## config.mk

```make
export PLATFORM = sky130hd
export DESIGN_NAME = lock_attempt_ctrl
export DESIGN_NICKNAME = d
export VERILOG_FILES = /design/src/rtl/lock_attempt_ctrl.sv
export SDC_FILE = /design/constraint.sdc
export NUM_CORES = 1
export LEC_CHECK = 0
export CORE_MARGIN = 2
export CORE_UTILIZATION = 46
export DETAILED_ROUTE_END_ITERATION = 6
export GPL_TIMING_DRIVEN = 1
export PLACE_DENSITY = 0.76
export SYNTH_ARGS = -nofsm -noshare
export SYNTH_HDL_FRONTEND = slang
export SYNTH_SLANG_ARGS = --single-unit
```

## constraint.sdc

```tcl
create_clock -name clk -period 4.2 [get_ports clk]
set_input_delay 1.26 -clock clk [delete_from_list [all_inputs] [get_ports clk]]
set_output_delay 1.26 -clock clk [all_outputs]
set_load 0.01 [all_outputs]
```

## src/rtl/lock_attempt_ctrl.sv

```systemverilog
// Attempt arbiter for the digital lock: counts failed codes, times the lockout, latches the alarm.
// Optional LOCK_BACKOFF_EN: lockout length doubles with each consecutive lockout (saturating).
module lock_attempt_ctrl #(
    parameter int MAX_TRIES      = 3,
    parameter int TRY_W          = 2,
    parameter int LOCKOUT_SEC    = 30,
    parameter int CNT_W          = 6,
    parameter int ALARM_LOCKOUTS = 2,
    parameter int STRK_W         = 2
) (
    input  logic             clk,
    input  logic             rst,
    input  logic             sec_tick,
    input  logic             chk_valid,
    input  logic             chk_match,
    output logic             chk_ready,
    input  logic             admin_clr,
    output logic             unlock_pulse,
    output logic             fail_pulse,
    output logic             lockout,
    output logic             alarm,
    output logic [CNT_W-1:0] lock_remain,
    output logic [TRY_W-1:0] tries_left
);

    typedef enum logic [1:0] {
        READY   = 2'd0,
        LOCKOUT = 2'd1,
        ALARM   = 2'd2
    } state_t;

    localparam logic [TRY_W-1:0] TRIES_FULL = TRY_W'(MAX_TRIES);
    localparam logic [TRY_W-1:0] TRIES_ONE  = TRY_W'(1);
    localparam logic [CNT_W-1:0] CNT_ONE    = CNT_W'(1);

    state_t            state;
    logic [STRK_W-1:0] streak;
    logic [STRK_W-1:0] streak_inc;
    logic [CNT_W-1:0]  load_value;
    logic              accept;
    logic              goes_alarm;

    assign chk_ready  = (state == READY) && !admin_clr;
    assign accept     = chk_valid && chk_ready;
    assign streak_inc = (streak == '1) ? streak : streak + 1'b1;
    assign goes_alarm = 32'(streak_inc) >= 32'(ALARM_LOCKOUTS);

`ifdef LOCK_BACKOFF_EN
    localparam longint CNT_CAP = (longint'(1) << CNT_W) - 1;

    // LOCKOUT_SEC doubled (streak-1) times, clamped at each step so it cannot overflow.
    function automatic logic [CNT_W-1:0] backoff_load(input logic [STRK_W-1:0] s);
        longint v;
        v = longint'(LOCKOUT_SEC);
        if (v > CNT_CAP) v = CNT_CAP;
        for (int i = 1; i < (1 << STRK_W); i++) begin
            if (i < int'(s)) begin
                v = v * 2;
                if (v > CNT_CAP) v = CNT_CAP;
            end
        end
        return CNT_W'(v);
    endfunction

    assign load_value = backoff_load(streak_inc);
`else
    assign load_value = CNT_W'(LOCKOUT_SEC);
`endif

    always_ff @(posedge clk or posedge rst) begin
        if (rst) begin
            state        <= READY;
            tries_left   <= TRIES_FULL;
            lock_remain  <= '0;
            streak       <= '0;
            unlock_pulse <= 1'b0;
            fail_pulse   <= 1'b0;
            lockout      <= 1'b0;
            alarm        <= 1'b0;
        end else begin
            unlock_pulse <= 1'b0;
            fail_pulse   <= 1'b0;
            // Supervisor clear wins over everything, including an attempt in the same cycle.
            if (admin_clr) begin
                state       <= READY;
                tries_left  <= TRIES_FULL;
                lock_remain <= '0;
                streak      <= '0;
                lockout     <= 1'b0;
                alarm       <= 1'b0;
            end else begin
                unique case (state)
                    READY: begin
                        if (accept && chk_match) begin
                            unlock_pulse <= 1'b1;
                            tries_left   <= TRIES_FULL;
                            streak       <= '0;
                        end else if (accept) begin
                            fail_pulse <= 1'b1;
                            if (tries_left > TRIES_ONE) begin
                                tries_left <= tries_left - 1'b1;
                            end else begin
                                tries_left <= '0;
                                streak     <= streak_inc;
                                if (goes_alarm) begin
                                    state       <= ALARM;
                                    alarm       <= 1'b1;
                                    lock_remain <= '0;
                                end else begin
                                    state       <= LOCKOUT;
                                    lockout     <= 1'b1;
                                    lock_remain <= load_value;
                                end
                            end
                        end
                    end
                    LOCKOUT: begin
                        if (sec_tick) begin
                            if (lock_remain <= CNT_ONE) begin
                                lock_remain <= '0;
                                tries_left  <= TRIES_FULL;
                                state       <= READY;
                                lockout     <= 1'b0;
                            end else begin
                                lock_remain <= lock_remain - 1'b1;
                            end
                        end
                    end
                    ALARM: begin
                        lock_remain <= '0;
                        tries_left  <= '0;
                    end
                    default: begin
                        state       <= READY;
                        tries_left  <= TRIES_FULL;
                        lock_remain <= '0;
                        lockout     <= 1'b0;
                        alarm       <= 1'b0;
                    end
                endcase
            end
        end
    end

endmodule

```

==> summary.txt <==
Hold path startpoint = alarm$_DFFE_PP0P_
Part of the power in registers = 0.458
Net count, final = 136
First-pass GRT wire length = 3780 um
Flop-to-flop setup slack = 2.00 ns
Critical path launch point type = input pin
Maximum operating frequency = 261 MHz
Static power due to leakage = 0.550 nW
Clock group share of total power = 0.232
Floorplan die width = 51.7 um
Register bit total from synthesis = 16
Maximum root-to-sink buffer count = 2
Headroom to the max-slew limit = 0.486
DPL Wire Length = 1680 um
Layout overhead on the synthesized area = 22.5%
Synthesized instance count = 104
Diode count = 0
Required time reported for the critical path endpoint = 2.94 ns
Mean number of vias per cell = 5.88
Final routed wire length divided by cell count = 14.5 um
Total length of routed wires = 2210 um
Count of cells resized by post-cts repair = 0
Path category of the worst min-delay check = flip-flop to flip-flop
Status = complete, no violations
Count of buffers inserted at the top-level ports = 18
Clk_skew = 0.00416 ns
Critical setup path kind = input pin to output port
Count of flip-flops with a built-in enable after synthesis = 0
Endpoint class of the critical path = output port
Routability Congestion = 0.867
Number of fill cells = 179
PD cells = 329 mW/mm^2
DRC errors left = 0
Unrepaired setup endpoints after global routing = no
Antenna violations before repair = 0
Height of the die = 51.7 um
Detailed-route via count = 893
Startpoint of the worst register-to-register path = lock_remain[0]$_DFFE_PP0P_
Number of violations reported at the end of detailed-routing iteration 0 = 26
Switching share of power = 0.316
Maxcap violations = 0
Count of H-tree levels built during CTS = 1
Final count of hold timing violations = 0
Overall routing resource usage = 0.188
Final worst path period share = 0.911
Fraction of synthesized cell area taken by the top area cell type = 0.335
Measured slew at the worst slew-check pin = 0.764 ns
Vias in the first global route = 854
Sequential share of the synthesized area = 0.385
Cell at the root of the clock tree = clkbuf_4
Synth async-reset ratio = 1.00
Arrival time of the worst setup path = 2.57 ns
Final setup fails = 0
Clock latency on the worst-skew pair = 0.28 ns
Net switching power = 0.133 mW
Synthesis warning total = 0
Fraction of final layout cells with drive strength greater than 1 = 0.185
Count of pins on the block boundary = 19
Distinct cells, synth = 44
Top cells by area, synth = dfrtp_1, ha_1, dfstp_2, nor2_1, a221o_2
Synthesized netlist net count = 115
Clock period minus final worst setup slack = 3.83 ns
Number of sinks on the clock net = 16
CTS tree = done
Biggest fanout along the worst timing path = 5
Effective utilization at floorplan = 0.478
Total CTS buffers = 3
Logic gate share of total power = 0.310
Cell area after technology mapping = 0.00105 mm^2
Core Rows = 17
PnR Total Power = 0.423 mW
Post-CTS Hold Fix Bufs = 0
Worst hold slack across all endpoints = 0.538 ns
Remaining Overflow, GRT = 0
Number of max-slew violations in the final report = 0
Launch point of the critical path = admin_clr
Clock transition at the registers of the reported paths = 0.08 ns
Largest net degree at the start of global routing = 17
Peak supply drop = 0.000213 V
Accumulated negative setup slack = 0 ns
Synthesized area per cell = 10.1 um^2
Internal power contribution = 0.289 mW
Most common flop cell mapped by yosys = dfrtp_1
Count of buffers added by post-CTS timing repair for setup = 0
Antenna-violating nets left = 0
Placeable core region = 0.00219 mm^2
Area of the die = 0.00267 mm^2
First-pass DRT Iterations = 5
Yosys top cell by area = dfrtp_1
metal layers:
metal,GRT usage,vias up,part of all wire
met4,0.0307,0,0
met3,0.0546,0,0.070
met5,0,-,0
met1,0.238,419,0.45
li1,-,439,-
met2,0.323,35,0.48
worst max-delay path: stages:
cell and delay, ns:
clkdlybuf4s50_1 0.41, or2b_1 0.28, inv_1 0.08, clkdlybuf4s50_1 0.53
cell usage after synthesis (3+ instances only):
cell type,count
dfrtp_1,14
a21oi_1,6
nor2_1,10
inv_1,8
ha_1,5
a221o_2,3
nand2_1,6
nor3_1,4
a21o_2,3
o21ai_0,3
cell usage in the layout (no fill, tap or decap), drive strengths merged, types with 3 or more instances in the layout:
| master | instances |
|---|---|
| o21ai | 3 |
| dfrtp | 14 |
| a21oi | 6 |
| nor3 | 4 |
| inv | 8 |
| nand2 | 6 |
| nor2 | 11 |
| clkdlybuf4s50 | 18 |
| a21o | 3 |
| a221o | 5 |
| ha | 5 |
| clkbuf | 4 |
per-stage QoR:
stage                     std cells  setup WS, ns   util  instance area [um^2]
after global placement          148         0.377  0.569                  1250
after floorplan                 104          1.32      -                  1050
final                           152         0.374  0.585                  1280
after CTS                       152         0.365  0.585                  1280
after global routing            152         0.309  0.585                  1280
after detailed placement        148         0.367  0.569                  1250
sequential cells by signal (all words and copies together), names as in the netlist:
signal / flops
fail_pulse: 1
alarm: 1
streak: 2
lockout: 1
unlock_pulse: 1
state: 2
lock_remain: 6
tries_left: 2
power by group through the flow:
| stage | logic [mW] | registers (mW) | clock network, mW |
|---|---|---|---|
| after detailed placement | 0.131 | 0.195 | 0 |
| after floorplan | 0.0767 | 0.198 | 0 |
| after global placement | 0.128 | 0.195 | 0 |
| final | 0.131 | 0.193 | 0.0981 |
| after global routing | 0.144 | 0.196 | 0.112 |
| after CTS | 0.131 | 0.193 | 0.103 |
logic make-up after synthesis:
group	share of synthesized area
and+or+nand+nor	0.223
adders and majority gates	0.0597
DFF	0.385
buffers and inverters	0.0514
AOI/OAI and AO/OA	0.270
muxes	0.0108
area by class of cell:
class,count,area [um^2],share of cell area
well taps,28,35.0,0.0273
clock buffers,4,36.3,0.0283
inverters,8,30.0,0.0234
repair buffers,19,188,0.146
multi-input cells,77,591,0.460
flip-flops and latches,16,403,0.314
worst paths after layout:
check                                             end  cells past startpoint
max reg2reg                lock_remain[3]$_DFFE_PP0P_                      6
min reg2reg                         alarm$_DFFE_PP0P_                      2
max                                         chk_ready                      4
min                                 alarm$_DFFE_PP0P_                      2
min in group asynchronous  lock_remain[1]$_DFFE_PP0P_                      2
max in group asynchronous       streak[1]$_DFFE_PP0P_                      2
Note: power is estimated with default switching activity, not from simulation.
